<file path="config.mk">
export PLATFORM = sky130hd
export DESIGN_NAME = wb_traffic_gen
export DESIGN_NICKNAME = d
export VERILOG_FILES = /design/src/rtl/wb_traffic_gen.sv
export SDC_FILE = /design/constraint.sdc
export NUM_CORES = 1
export LEC_CHECK = 0
export ABC_AREA = 1
export BUFFER_PORTS_ARGS = -buffer_cell sky130_fd_sc_hd__buf_2
export CORE_ASPECT_RATIO = 1.1
export CORE_UTILIZATION = 58
export DETAILED_ROUTE_END_ITERATION = 6
export HOLD_SLACK_MARGIN = 0.08
export PLACE_DENSITY = 0.8
export SLEW_MARGIN = 30
export SYNTH_ARGS = -nofsm -noshare
export SYNTH_HDL_FRONTEND = slang
export SYNTH_SLANG_ARGS = --single-unit
</file>
<file path="constraint.sdc">
create_clock -name wb_clk_i -period 5.85 [get_ports wb_clk_i]
set_clock_uncertainty 0.05 [all_clocks]
set_input_delay 0.2925 -clock wb_clk_i [delete_from_list [all_inputs] [get_ports wb_clk_i]]
set_output_delay 0.2925 -clock wb_clk_i [all_outputs]
set_load 0.1 [all_outputs]
</file>
<file path="src/rtl/wb_traffic_gen.sv">
// wb_traffic_gen: Wishbone B3 master that writes a seeded pattern in bursts,
// reads it back, and reports compare mismatches and bus errors.
module wb_traffic_gen #(
    parameter int              dw        = 32,
    parameter int              aw        = 32,
    parameter logic [aw-1:0]   BASE_ADR  = '0,
    parameter int              WORDS     = 64,
    parameter int              BURST_LEN = 4,
    parameter logic [31:0]     SEED      = 32'hA5A5_0000
) (
    input  logic            wb_clk_i,
    input  logic            wb_rst_i,
    input  logic            start_i,
    output logic [aw-1:0]   wb_adr_o,
    output logic [dw-1:0]   wb_dat_o,
    output logic [dw/8-1:0] wb_sel_o,
    output logic            wb_we_o,
    output logic [2:0]      wb_cti_o,
    output logic [1:0]      wb_bte_o,
    output logic            wb_cyc_o,
    output logic            wb_stb_o,
    input  logic            wb_ack_i,
    input  logic            wb_err_i,
    input  logic            wb_rty_i,
    input  logic [dw-1:0]   wb_dat_i,
    output logic            busy_o,
    output logic            done_o,
    output logic            pass_o,
    output logic            bus_err_o,
    output logic [15:0]     err_cnt_o
);
    localparam int            BW     = $clog2(BURST_LEN + 1);
    localparam logic [BW-1:0] B_LAST = BW'(BURST_LEN - 1);
    localparam logic [31:0]   K_LAST = 32'(WORDS - 1);

    typedef enum logic [2:0] {IDLE, WR, WGAP, RD, RGAP, DONE} state_t;

    state_t          state_q, state_d;
    logic [31:0]     k_q, k_d;
    logic [BW-1:0]   bpos_q, bpos_d;
    logic [15:0]     err_cnt_q, err_cnt_d;
    logic            bus_err_q, bus_err_d;
    logic            done_q, done_d;
    logic            pass_q, pass_d;
    logic            busy_q, busy_d;
    logic            cyc_q, cyc_d;
    logic            we_q, we_d;
    logic [2:0]      cti_q, cti_d;
    logic [aw-1:0]   adr_q, adr_d;
    logic [dw-1:0]   dat_q, dat_d;
    logic [dw/8-1:0] sel_q, sel_d;

    function automatic logic [dw-1:0] pat(input logic [31:0] k);
        return dw'(SEED ^ (k * 32'h0001_0001));
    endfunction

    always_comb begin
        state_d   = state_q;
        k_d       = k_q;
        bpos_d    = bpos_q;
        err_cnt_d = err_cnt_q;
        bus_err_d = bus_err_q;
        done_d    = done_q;
        case (state_q)
            IDLE, DONE: if (start_i) begin
                state_d   = WR;
                k_d       = '0;
                bpos_d    = '0;
                err_cnt_d = '0;
                bus_err_d = 1'b0;
                done_d    = 1'b0;
            end
            WR, RD: if (wb_err_i) begin
                state_d   = DONE;
                bus_err_d = 1'b1;
                done_d    = 1'b1;
            end else if (wb_rty_i) begin
                state_d = (state_q == WR) ? WGAP : RGAP;
            end else if (wb_ack_i) begin
                if (state_q == RD && wb_dat_i != pat(k_q) && err_cnt_q != 16'hFFFF)
                    err_cnt_d = err_cnt_q + 16'd1;
                k_d    = (k_q == K_LAST) ? '0 : k_q + 32'd1;
                bpos_d = (bpos_q == B_LAST) ? '0 : bpos_q + 1'b1;
                // The last write beat leads straight into the read-phase gap
                if (k_q == K_LAST) begin
                    state_d = (state_q == WR) ? RGAP : DONE;
                    done_d  = (state_q == RD);
                end else if (bpos_q == B_LAST) begin
                    state_d = (state_q == WR) ? WGAP : RGAP;
                end
            end
            WGAP:    state_d = WR;
            RGAP:    state_d = RD;
            default: state_d = IDLE;
        endcase
        cyc_d  = (state_d == WR) || (state_d == RD);
        we_d   = (state_d == WR);
        busy_d = (state_d != IDLE) && (state_d != DONE);
        cti_d  = !cyc_d ? 3'b000 : (BURST_LEN == 1) ? 3'b000 : (bpos_d == B_LAST) ? 3'b111 : 3'b010;
        adr_d  = cyc_d ? BASE_ADR + aw'(k_d * (dw / 8)) : '0;
        dat_d  = we_d ? pat(k_d) : '0;
        sel_d  = cyc_d ? '1 : '0;
        pass_d = done_d && (err_cnt_d == 16'd0) && !bus_err_d;
    end

    always_ff @(posedge wb_clk_i or posedge wb_rst_i) begin
        if (wb_rst_i) begin
            state_q   <= IDLE;
            k_q       <= '0;
            bpos_q    <= '0;
            err_cnt_q <= '0;
            bus_err_q <= 1'b0;
            done_q    <= 1'b0;
            pass_q    <= 1'b0;
            busy_q    <= 1'b0;
            cyc_q     <= 1'b0;
            we_q      <= 1'b0;
            cti_q     <= '0;
            adr_q     <= '0;
            dat_q     <= '0;
            sel_q     <= '0;
        end else begin
            state_q   <= state_d;
            k_q       <= k_d;
            bpos_q    <= bpos_d;
            err_cnt_q <= err_cnt_d;
            bus_err_q <= bus_err_d;
            done_q    <= done_d;
            pass_q    <= pass_d;
            busy_q    <= busy_d;
            cyc_q     <= cyc_d;
            we_q      <= we_d;
            cti_q     <= cti_d;
            adr_q     <= adr_d;
            dat_q     <= dat_d;
            sel_q     <= sel_d;
        end
    end

    assign wb_adr_o  = adr_q;
    assign wb_dat_o  = dat_q;
    assign wb_sel_o  = sel_q;
    assign wb_we_o   = we_q;
    assign wb_cti_o  = cti_q;
    assign wb_bte_o  = 2'b00;
    assign wb_cyc_o  = cyc_q;
    assign wb_stb_o  = cyc_q;
    assign busy_o    = busy_q;
    assign done_o    = done_q;
    assign pass_o    = pass_q;
    assign bus_err_o = bus_err_q;
    assign err_cnt_o = err_cnt_q;
endmodule

</file>
### Word-level counts from Yosys, hierarchy flattened

Index checks and enable logic that the tools add are counted.

| storage, ports and cells | value |
|---|---|
| flip-flop bits (word level) | 131 |
| bits of input ports | 38 |
| output and inout bits | 96 |
| logic and storage cells | 87 |

| cells by class | value |
|---|---|
| reduce and logical (&&, ||, !) cells | 12 |
| multipliers | 2 |
| multiplexer cells | 41 |
| add/sub/neg operators | 3 |
| equality and inequality tests | 13 |
| bitwise gates (word level) | 2 |

Operators by type and width:

| cell | count |
|---|---|
| 32-bit 2-to-1 mux | 7 |
| 16-bit 2-to-1 mux | 5 |
| 32-bit by 17-bit multiplier with 32-bit output, second input constant | 2 |
| 32-bit one-hot mux with 2 select lines | 1 |
| 3-bit 2-to-1 mux | 14 |
| 32-bit by 1-bit adder with 32-bit output, second input constant | 1 |
| 32-bit by 6-bit equality test with 1-bit output, second input constant | 1 |
| 32-bit inequality test | 1 |
| 16-bit one-hot mux with 2 select lines | 1 |
| 16-bit by 1-bit adder with 16-bit output, second input constant | 1 |
| 16-bit logical NOT | 1 |
| 16-bit inequality test, second input constant | 1 |
| 8-bit NOT | 2 |
| 3-bit by 2-bit equality test with 1-bit output, second input constant | 5 |
| 3-bit one-hot mux with 4 select lines | 1 |
| 1-bit 2-to-1 mux | 8 |
| 3-bit by 1-bit equality test with 1-bit output, second input constant | 2 |
| 3-bit equality test, second input constant | 2 |
| 3-bit one-hot mux with 2 select lines | 1 |
| 1-bit logical AND | 5 |
| 4-bit 2-to-1 mux | 1 |
| 1-bit one-hot mux with 2 select lines | 2 |
| 2-bit OR reduction | 2 |
| 3-bit by 1-bit adder with 3-bit output, second input constant | 1 |
| 5 further kinds | 5 |

### Longest topological paths before layout

| depth | value |
|---|---|
| depth after elaboration | 13 |
| gate-level depth with buffers | 30 |
| gate-level depth less buffers | 30 |

### Worst setup path after synthesis

Ideal clock, no wire load.

| timing path | value |
|---|---|
| path kind | reg-to-reg |
| start | reg k_q[0] |
| end | reg dat_q[30] (netlist: wb_dat_o[30]) |
| library setup time | 124 ps |
| setup slack | 1,599 ps |
| arrival time | 4,077 ps |
| path buffers | 0 |
| required time | 5,676 ps |
| cell stages (with the launch flop) | 28 |
| clock period less this slack | 4,251 ps |
| path through | dfrtp_1 inv_1 nor3_1 nand2_1 nor2_1 inv_1 nor2_1 nand3_1 nor2_1 nand4_1 o21ai_0 a21o_1 o21ai_0 ha_1 ha_1 ha_1 a21o_1 a31oi_1 inv_1 a21oi_1 inv_1 a21oi_1 o21bai_1 nand2_1 nand2_1 a21oi_1 or2_2 a21oi_1 |

| on the way | value |
|---|---|
| word-level cells in the longest chain between the ends | 8 |
| elaborated cells between the ends (all ways) | 16 |
| those cells by class | 1 x add/sub; 1 x mul; 2 x eq/ne; 12 x mux |

RTL lines:

| item | line | source |
|---|---|---|
| from (decl) | 39 | `logic [31:0] k_q, k_d;` |
| from (signal assigned) | 124 | `k_q <= k_d;` |
| 32-bit by 1-bit adder with 32-bit output or 32-bit by 6-bit equality test with 1-bit output (tied branches) | 82 | `k_d = (k_q == K_LAST) ? '0 : k_q + 32'd1;` |
| 32-bit 2-to-1 mux (*) | 82 |  |
| 32-bit 2-to-1 mux (*) | 79 | `end else if (wb_ack_i) begin` |
| 32-bit 2-to-1 mux (*) | 77 | `end else if (wb_rty_i) begin` |
| 32-bit 2-to-1 mux (*) | 73 | `WR, RD: if (wb_err_i) begin` |
| 32-bit one-hot mux with 2 select lines (*) | 64 | `case (state_q)` |
| named net k_d[21] | 39 |  |
| 32-bit by 17-bit multiplier with 32-bit output (*) | 54 | `return dw'(SEED ^ (k * 32'h0001_0001));` |
| 32-bit 2-to-1 mux (*) | 101 | `dat_d = we_d ? pat(k_d) : '0;` |
| named net dat_d[30] | 50 | `logic [dw-1:0] dat_q, dat_d;` |
| to (signal assigned) | 135 | `dat_q <= dat_d;` |
| to (decl) | 50 |  |

Mark *: on every way through the listed nets, which the timed path passes. The rest lies on a longest branch.

### Worst setup path in the final report

Ends and elaborated chain as after synthesis.

==> flow_results.org <==
** Floorplanning
- Placeable core area :: ~0.014 mm^2
- Die extent in y :: 130 um
- Die Outline Area :: approximately 0.015 mm^2
- From left edge to right edge, the die measures ~120 um.
- The initial utilization of the core area, before any placement, comes to between 50 and 60%.
- For this design the top-level I/O count stands at 134.
- The floorplan has 46 rows.

** Clock tree
- Total setup buffers inserted after CTS :: 0
- After clock tree synthesis, the flow added hold-fix buffers numbering 1.
- CTS tree :: built
- No sink is reached through more buffers than the 2 on the longest clock path.
- The clock drives around 120 sinks.
- CTS resizes :: 0
- The cell sitting at the root of the clock tree is a sky130_fd_sc_hd__clkbuf_16.
- After clock tree synthesis, the clock-pin slew on the worst setup and hold paths is 0.06 ns.
- Number of H-tree levels :: 4
- Buffers inserted during clock tree synthesis total 17.
- Insertion delay of the later-clocked pin in the worst-skew pair :: about 0.43 ns

** Logic synthesis
- Count of warnings emitted by yosys :: 0
- Count of state elements after synthesis :: about 120
- In this run the cell area of the synthesized design comes to around 0.0086 mm^2.
- Post-synth top flop :: sky130_fd_sc_hd__dfrtp_1
- In this run the mean area of a mapped cell was between 7 and 8 um^2.
- Cell count after synthesis :: around 1.2k
- Yosys mapped a number of flops with a built-in enable equal to 0.
- Async S/R FF share, synth :: 100%
- Proportion of synthesized chip area in sequential cells :: between 30% and 40%
- Synthesis instantiated 43 different standard cells from the library.

** Power and ir drop
- For this design the static power due to leakage is between 5 and 6 nW.
- In this run the power density over the cells is roughly 550 mW/mm^2.
- Net switching power of the design :: between 3 and 4 mW
- In this run switching power makes up 57.2% of total power.
- Worst VDD drop :: 0.450 mV
- Clock share of power :: between 10% and 20%
- Register share of total power :: between 20% and 30%
- Int Power :: ~2.4 mW
- Overall power consumption after layout is estimated at ~5.5 mW.
- Combinational logic is responsible for between 50% and 60% of the overall power.

** Setup path
- The most critical setup path has its startpoint at k_q[0]$_DFF_PP0_.
- The worst register-to-register path begins at k_q[0]$_DFF_PP0_.
- Setup crit end kind :: flip-flop
- Of all nets on the critical path, the largest fanout is 5.
- CP Class :: flip-flop to flip-flop
- Data on the critical path arrives at its endpoint at 5.47 ns.
- Last element of the critical path :: wb_dat_o[30]$_DFF_PP0_
- Startpoint type of the worst setup path :: flip-flop
- Data required, critical path :: just over 6 ns
- Across all register-to-register paths, the minimum setup slack is 0.61 ns.
- The worst register-to-register path ends at wb_dat_o[30]$_DFF_PP0_.
- Path depth of the worst reg2reg path :: 27

** STA
- At the pin with the least slew margin, the transition time is 0.873 ns.
- The clock period could shrink to between 5 and 6 ns.
- The total count of hold-check failures in the final report was 0.
- Final critical-path share of the clock period :: 89.6%
- Setup repair after global routing left no endpoint under its margin.
- In this run the tightest slew margin relative to its limit is 41.2%.
- Setup slack on the critical path of the routed design comes to around 0.6 ns.
- Setup tns final :: 0 ns
- The max-slew violation total from the final report was 0.
- Final setup violation count :: 0
- Highest attainable clock frequency :: roughly 190 MHz

** Place
- Timing analysis after detailed placement gives a worst setup slack of 0.754 ns.
- After detailed placement, the design holds a cell count of 1464.
- Port buffering added 129 buffers.
- The congestion estimate from routability-driven global placement came to roughly 0.93.
- The HPWL after detailed placement is approximately 17000 um.

** Finish
- Once layout is complete, the cells apart from fillers number around 1.5k.
- Area added between synthesis and finish :: 15.6%
- The final layout contains 1419 nets.
- Count of antenna diodes in the layout :: 0
- Cells with a size suffix above 1 make up between 10% and 20% of the layout.
- Counting the fill cells in the layout gives ~1.2k.

** Status
- Result of the run :: finished clean

** Detailed routing
- The final layout contains routed wiring with a total length of around 22000 um.
- Dividing the detail-routed wire length by the instance count gives approximately 15 um.
- For this block, the initial DRC count from the detailed router was roughly 600.
- After detailed routing, the number of remaining DRC violations is 0.
- The detailed router placed around 8k vias in this run.
- Via density per instance :: between 5 and 6
- The detail route stage leaves a number of antenna-violating nets equal to 0.
- Before antenna repair, the detailed router went through 5 iterations.

** Global route
- Via count of the first global-routing pass :: between 7k and 8k
- Global-route usage over all layers :: about 30%
- Global routing finished with a remaining overflow of 0.
- The number of antenna violations at the first check in global routing was 0.
- Largest net degree at the start of global routing :: 70
- Wire length of the first global-routing pass :: 36300 um

** Hold path
- Hold path startpoint :: start_i
- Worst hold-check path type :: input pin to flip-flop
- Cells on Worst Hold Path :: 2

** Flow run
- Across the run, the number of max-cap violations was 0.
-- cells in the final DEF (no fill, tap or decap), drive strengths merged, types with 5 or more instances in the layout --
cell    Yosys  final
a21o        5      5
a21oi      34     34
buf        21    136
clkbuf      8     17
dfrtp     123    123
ha         87     87
inv       198    206
nand2     274    274
nand3      82     82
nand3b      9      9
nand4      32     32
nor2      139    139
nor3       21     21
nor4       16     16
o21ai      57     57
or2         5      5
xnor2      14     14
xor2       17     17
-- final cells by class --
type / count / area, um^2 / share of cell area [%]
timing repair buffer: 137 / 708 / 7.11
tap: 192 / 240 / 2.41
clock inverter: 15 / 130 / 1.31
sequential: 123 / 3080 / 30.9
clock buffer: 17 / 425 / 4.27
inverter: 199 / 751 / 7.54
multi-input combinational: 814 / 4620 / 46.4
-- registers in the layout (all words and copies together) (netlist names) --
signal     cells
wb_adr_o      30
err_cnt_o     16
busy_o         1
state_q        3
wb_we_o        1
pass_o         1
bpos_q         3
wb_dat_o      32
bus_err_o      1
wb_cti_o       1
k_q           32
wb_sel_o       1
done_o         1
-- power groups by stage --
stage	logic, mW	registers, mW	clock network, mW
global placement	3.17	1.28	0
detailed placement	3.20	1.28	0
CTS	3.24	1.27	0.996
global route	3.51	1.31	1.03
finish	3.23	1.28	0.992
floorplan	1.69	2.16	0
-- cell usage after synthesis (all sizes together) (2+ instances only) --
cell,number,area [um^2]
nand2,274,1030
fa,2,40.0
ha,87,1090
o22ai,2,12.5
dfrtp,123,3080
nand3,82,425
nor2,139,609
nand4,32,200
nor3,21,126
clkbuf,8,30.0
o21ai,57,289
o21bai,3,22.5
buf,21,146
inv,198,743
xnor2,14,123
xor2,17,149
or2,5,31.3
o211ai,3,22.5
nand3b,9,67.6
a21o,5,37.5
a31oi,2,12.5
a21oi,34,170
nor4,16,100
-- cells by family after synthesis --
group | Yosys count | synth area share, %
xor gates and xnor gates | 31 | 3.15
AOI/OAI and AO/OA | 112 | 7.17
and+or+nand+nor | 578 | 30.1
other | 1 | 0.0435
DFF | 123 | 35.7
adders and majority gates | 89 | 13.1
buffers and inverters | 228 | 10.7
-- worst max-delay path, cell delays in order, from the launching register on --
cell,delay [ns]
sky130_fd_sc_hd__dfrtp_1,0.42
sky130_fd_sc_hd__inv_1,0.12
sky130_fd_sc_hd__nor3_1,0.31
sky130_fd_sc_hd__nand2_1,0.16
sky130_fd_sc_hd__nor2_1,0.18
sky130_fd_sc_hd__inv_1,0.11
sky130_fd_sc_hd__nor2_1,0.15
sky130_fd_sc_hd__nand3_1,0.11
sky130_fd_sc_hd__nor2_1,0.24
sky130_fd_sc_hd__nand4_1,0.18
sky130_fd_sc_hd__o21ai_0,0.24
sky130_fd_sc_hd__a21o_1,0.12
sky130_fd_sc_hd__o21ai_0,0.17
sky130_fd_sc_hd__ha_1,0.35
sky130_fd_sc_hd__ha_1,0.30
sky130_fd_sc_hd__ha_1,0.37
sky130_fd_sc_hd__a21o_1,0.19
sky130_fd_sc_hd__a31oi_1,0.20
sky130_fd_sc_hd__inv_1,0.10
sky130_fd_sc_hd__a21oi_1,0.23
sky130_fd_sc_hd__inv_1,0.07
sky130_fd_sc_hd__a21oi_1,0.13
sky130_fd_sc_hd__o21bai_1,0.09
sky130_fd_sc_hd__nand2_1,0.09
sky130_fd_sc_hd__nand2_1,0.06
sky130_fd_sc_hd__a21oi_1,0.14
sky130_fd_sc_hd__or2_2,0.13
sky130_fd_sc_hd__a21oi_1,0.07
-- metal layers --
| metal | track usage, % | share of wire, % |
|---|---|---|
| met3 | 5.64 | 5.5 |
| met4 | 11.5 | 2.3 |
| met1 | 38.4 | 44 |
| met2 | 51.3 | 48 |
| met5 | 0 | 0 |
-- stage by stage --
step / hold WS [ns] / cell area [um^2] / utilization, %
after floorplan: 0.393 / 8630 / -
after global placement: 0.394 / 9390 / 65.0
after detailed placement: 0.401 / 9390 / 65.0
after CTS: 0.106 / 9960 / 68.9
after global routing: 0.121 / 9960 / 68.9
final: 0.109 / 9960 / 68.9
-- worst min path at each step --
stage | endpoint | slack (ns)
6_report | state_q[2]$_DFF_PP0_ | 0.11
5_1_grt | state_q[2]$_DFF_PP0_ | 0.12
4_1_cts | state_q[2]$_DFF_PP0_ | 0.11
3_5_place_dp | wb_dat_o[9]$_DFF_PP0_ | 0.40
3_3_place_gp | wb_adr_o[13]$_DFF_PP0_ | 0.39
2_1_floorplan | state_q[2]$_DFF_PP0_ | 0.39
Note: power is estimated with default switching activity, not from simulation.
